--- config.mk ---
export PLATFORM = sky130hd
export DESIGN_NAME = pong_match_ctrl
export DESIGN_NICKNAME = d
export VERILOG_FILES = /design/src/rtl/pong_match_ctrl.sv
export SDC_FILE = /design/constraint.sdc
export NUM_CORES = 1
export LEC_CHECK = 0
export ABC_CLOCK_PERIOD_IN_PS = 2120
export BUFFER_PORTS_ARGS = -buffer_cell sky130_fd_sc_hd__clkbuf_2
export CORE_MARGIN = 2
export CORE_UTILIZATION = 50
export CTS_CLUSTER_SIZE = 25
export DETAILED_ROUTE_END_ITERATION = 12
export GPL_TIMING_DRIVEN = 0
export HOLD_SLACK_MARGIN = 0.05
export PLACE_DENSITY_LB_ADDON = 0.25
export SETUP_SLACK_MARGIN = 0.05
export SYNTH_ARGS = -nofsm -noshare
export SYNTH_HDL_FRONTEND = slang
export SYNTH_SLANG_ARGS = --single-unit
--- constraint.sdc ---
create_clock -name clk -period 2.12 [get_ports clk]
set_input_delay 0.424 -clock clk [delete_from_list [all_inputs] [get_ports clk]]
set_output_delay 0.424 -clock clk [all_outputs]
set_load 0.05 [all_outputs]
--- src/rtl/pong_match_ctrl.sv ---
// Pong match sequencer: serve timing, rally count, scoring and game-over.
// All outputs come straight from registers so the video mux sees no glitches.
module pong_match_ctrl #(
  parameter int WIN_SCORE   = 7,
  parameter int SERVE_TICKS = 120,
  parameter int OVER_TICKS  = 180
) (
  input  logic       clk,
  input  logic       reset,
  input  logic       frame_tick,
  input  logic [1:0] btn1,
  input  logic [1:0] btn2,
  input  logic       hit,
  input  logic       miss_left,
  input  logic       miss_right,
  output logic       gra_still,
  output logic       ball_launch,
  output logic       serve_dir,
  output logic [3:0] score1,
  output logic [3:0] score2,
  output logic [1:0] winner,
  output logic [7:0] rally,
  output logic [2:0] state
);

  typedef enum logic [2:0] {
    S_IDLE  = 3'd0,
    S_SERVE = 3'd1,
    S_PLAY  = 3'd2,
    S_POINT = 3'd3,
    S_OVER  = 3'd4
  } state_t;

  localparam logic [7:0] LP_SERVE = 8'(SERVE_TICKS);
  localparam logic [7:0] LP_OVER  = 8'(OVER_TICKS);
  localparam logic [3:0] LP_WIN   = 4'(WIN_SCORE);

  state_t     r_state;
  logic [7:0] r_cnt;
  logic [7:0] r_rally;
  logic [3:0] r_score1;
  logic [3:0] r_score2;
  logic [1:0] r_winner;
  logic       r_serve_dir;
  logic       r_launch;
  logic       r_gra_still;
  logic       r_any_prev;
  logic       r_b1_prev;
  logic       r_b2_prev;

  logic w_any;
  logic w_b1;
  logic w_b2;
  logic w_btn_edge;
  logic w_serve_edge;
  logic w_expired;

  assign w_any        = w_b1 | w_b2;
  assign w_b1         = |btn1;
  assign w_b2         = |btn2;
  assign w_btn_edge   = w_any & ~r_any_prev;
  assign w_serve_edge = r_serve_dir ? (w_b2 & ~r_b2_prev)
                                    : (w_b1 & ~r_b1_prev);
  assign w_expired    = (r_cnt == 8'd0);

  always_ff @(posedge clk or negedge reset) begin
    if (!reset) begin
      r_state     <= S_IDLE;
      r_cnt       <= 8'd0;
      r_rally     <= 8'd0;
      r_score1    <= 4'd0;
      r_score2    <= 4'd0;
      r_winner    <= 2'b00;
      r_serve_dir <= 1'b0;
      r_launch    <= 1'b0;
      r_gra_still <= 1'b1;
      r_any_prev  <= 1'b0;
      r_b1_prev   <= 1'b0;
      r_b2_prev   <= 1'b0;
    end else begin
      r_any_prev <= w_any;
      r_b1_prev  <= w_b1;
      r_b2_prev  <= w_b2;
      r_launch   <= 1'b0;
      // state-entry loads below override this decrement
      if (frame_tick && !w_expired)
        r_cnt <= r_cnt - 8'd1;
      unique case (r_state)
        S_IDLE: begin
          if (w_btn_edge) begin
            r_state     <= S_SERVE;
            r_score1    <= 4'd0;
            r_score2    <= 4'd0;
            r_winner    <= 2'b00;
            r_rally     <= 8'd0;
            r_serve_dir <= 1'b0;
            r_cnt       <= LP_SERVE;
          end
        end
        S_SERVE: begin
          if (w_expired && w_serve_edge) begin
            r_state     <= S_PLAY;
            r_launch    <= 1'b1;
            r_gra_still <= 1'b0;
          end
        end
        S_PLAY: begin
          if (miss_left || miss_right) begin
            r_state     <= S_POINT;
            r_cnt       <= LP_SERVE;
            r_gra_still <= 1'b1;
            if (miss_left && !miss_right) begin
              r_serve_dir <= 1'b0;
              if (r_score2 < LP_WIN)
                r_score2 <= r_score2 + 4'd1;
            end else if (miss_right && !miss_left) begin
              r_serve_dir <= 1'b1;
              if (r_score1 < LP_WIN)
                r_score1 <= r_score1 + 4'd1;
            end
          end else if (hit && r_rally != 8'hFF) begin
            r_rally <= r_rally + 8'd1;
          end
        end
        S_POINT: begin
          if (w_expired) begin
            if (r_score1 == LP_WIN) begin
              r_state  <= S_OVER;
              r_winner <= 2'b01;
              r_cnt    <= LP_OVER;
            end else if (r_score2 == LP_WIN) begin
              r_state  <= S_OVER;
              r_winner <= 2'b10;
              r_cnt    <= LP_OVER;
            end else begin
              r_state <= S_SERVE;
              r_cnt   <= LP_SERVE;
              r_rally <= 8'd0;
            end
          end
        end
        S_OVER: begin
          if (w_expired)
            r_state <= S_IDLE;
        end
        default: begin
          r_state     <= S_IDLE;
          r_gra_still <= 1'b1;
        end
      endcase
    end
  end

  assign gra_still   = r_gra_still;
  assign ball_launch = r_launch;
  assign serve_dir   = r_serve_dir;
  assign score1      = r_score1;
  assign score2      = r_score2;
  assign winner      = r_winner;
  assign rally       = r_rally;
  assign state       = r_state;

endmodule

==> results by group <==
Logic synthesis
  – Number of synthesized register bits: 35
  – Synthesis Warnings: 0
  – Seq/Total Area, Yosys: 43.57%
  – Post-synth ARST share: 100.0%
  – Number of synthesized flops with an enable pin: 0
  – Post-synth top flop: dfrtp_1
  – Synthesized cell area: 0.002013 mm²
  – Syn Area/Cell: 9.193 µm²
  – Mapped Cells: 219
  – Unique masters post-synth: 51
  – Synth Net Count: 236

Job
  – Max-cap violation count: 0

STA
  – Relative slew slack: 40.81%
  – Setup_tns: 0 ns
  – Fin. max-slew vios: 0
  – FMAX: 481.1 MHz
  – Final hold vios: 0
  – Measured slew at the worst slew-check pin: 0.8879 ns
  – Clock Skews: 0.007528 ns
  – Final min period: 2.079 ns
  – Unrepaired setup endpoints after global routing: true
  – Fin crit share: 98.05%
  – Final setup viols: 0

Floorplan
  – Rows: 23
  – Core ar.: 0.003943 mm²
  – Chip Width: 67.46 µm
  – Die Height: 67.46 µm
  – Full die area: 0.004550 mm²
  – Starting Density: 51.06%
  – I/O Pins: 34

Hold path
  – HP Class: in2async

Clock tree
  – # H-tree levels: 2
  – Skew-Pair Late Insertion Delay: 0.29 ns
  – CTS max path bufs: 2
  – Hold_buf cts: 0
  – CTS tree: done
  – TritonCTS Buffers: 5
  – # clock sinks: 35
  – Clock-pin slew on the worst setup and hold paths: 0.07 ns
  – Clock Tree Root: clkbuf_8

Route
  – DR pass1 iterations: 4
  – 1st-iter DRT viols: 202
  – Vias: 1,892
  – Drt drc: 0
  – Vias per cell: 5.894
  – Detail Route Antenna Nets: 0
  – Final wirelength: 4989 µm
  – Routed length per placed instance: 15.54 µm

Placement
  – Number of I/O port buffers: 33
  – GPL Wtd Cong: 0.8594
  – Post-detail-place hpwl: 3316 µm
  – Placed cells: 302

Layout
  – Nets: 287
  – Layout cells sized above 1: 33.58%
  – Core Util, Final: 64.39%
  – Area grow syn2layout: 26.10%
  – Inserted Diodes: 0
  – Commonest non-fill, non-tap cell in the layout: clkbuf_2
  – Most frequent cells in the layout: clkbuf_2, dfrtp_1, nand2_1
  – Non-filler cells, final: 321

Setup path
  – Crit start category: register
  – CP arrival: 2.30 ns
  – Crit. End Element: register
  – CP required: 2.34 ns
  – CP Max Fanout: 9
  – Critical path class: reg2reg

Status
  – Status: finished, final reports clean

GRT
  – Tot GR Track Use: 23.93%
  – First-pass GRT wire length: 7948 µm
  – Largest net degree at the start of global routing: 36
  – Initial antenna violation count: 0
  – GRT Residual Overflow: 0
  – Number of global-route vias before repair: 1,703

Power and ir drop
  – PwrDens: 811.3 mW/mm²
  – Power Total: 2060 µW
  – Max VDD drop: 403.1 µV
  – Leakage: 0.001116 µW
state kept, by name, summed over array words and instances, names as in the netlist:
signal       count
ball_launch      1
gra_still        1
r_any_prev       1
r_b1_prev        1
r_b2_prev        1
r_cnt            8
rally            8
score1           4
score2           4
serve_dir        1
state            3
winner           2
final cells by class:
class                           instances  area, µm²
Fill cell                             334       1404
Multi-Input combinational cell        168       1156
Sequential cell                        35      884.6
Timing Repair Buffer                   45      255.2
Clock buffer                            8      100.1
Tap cell                               50      62.56
Buffer                                  5      42.54
Inverter                               10      37.54
stage by stage:
| step | hold slack [ns] | worst slack, ns | instance area, µm² |
|---|---|---|---|
| floorplan | 0.1284 | -0.1323 | 2019 |
| global placement | 0.4896 | -0.1832 | 2247 |
| detailed placement | 0.4964 | -0.2479 | 2247 |
| CTS | 0.2767 | 0.001263 | 2430 |
| global route | 0.3223 | -0.01977 | 2539 |
| finish | 0.2419 | 0.04129 | 2539 |
cells by family after synthesis:
group | count (synthesis) | synth area share [%]
simple gates | 94 | 25.30
compound gates | 60 | 19.45
mux | 2 | 0.9944
xor+xnor | 5 | 2.176
buf+inv | 16 | 4.164
flops | 35 | 43.57
fa+ha+maj | 7 | 4.350
worst max-delay path, cell delays in order, from the launching register on:
cell and delay (ns):
dfrtp_1 0.41, or4_4 0.57, nor3_4 0.24, a21oi_2 0.11, buf_6 0.15, or4_4 0.41, a21oi_2 0.12
cell usage after synthesis, types with 4 or more instances:
library cell	number	area, µm²
nand2_1	25	93.84
inv_1	10	37.54
ha_1	7	87.58
o21ai_0	17	85.08
dfrtp_1	34	850.8
o31ai_1	6	45.04
nor2_1	20	75.07
a21oi_1	15	75.07
nand3b_1	5	37.54
nor3b_1	4	30.03
nand3_1	11	55.05
path summary, 6_finish.rpt:
path / startpoint / end / slack, ns / cells past startpoint
min in group clk: btn1[1] / r_b1_prev / 0.37 / 2
max: r_cnt[5] / rally[2] / 0.04 / 6
min reg2reg: gra_still / gra_still / 0.50 / 2
max reg2reg: r_cnt[5] / rally[2] / 0.04 / 6
max in group asynchronous: reset / state[1] / 1.26 / 1
min: reset / rally[2] / 0.24 / 1
report_power, final:
part / switching [µW] / internal (µW)
sequential: 114 / 769
clock: 241 / 297
combinational: 396 / 244
total: 751 / 1310
routing by layer:
layer,vias to the layer above,global-route usage [%],wire [µm]
li1,914,-,-
met1,921,30.52,2180
met2,43,38.99,2487
met3,14,5.000,170
met4,0,10.97,151
met5,-,0,0
timing repair:
item                                    CTS  global route
pin swaps                                 4             6
resized for setup                         6            22
endpoints found under the setup margin    9            15
setup buffers                             8             4
Power figures use the tool's default switching activity.
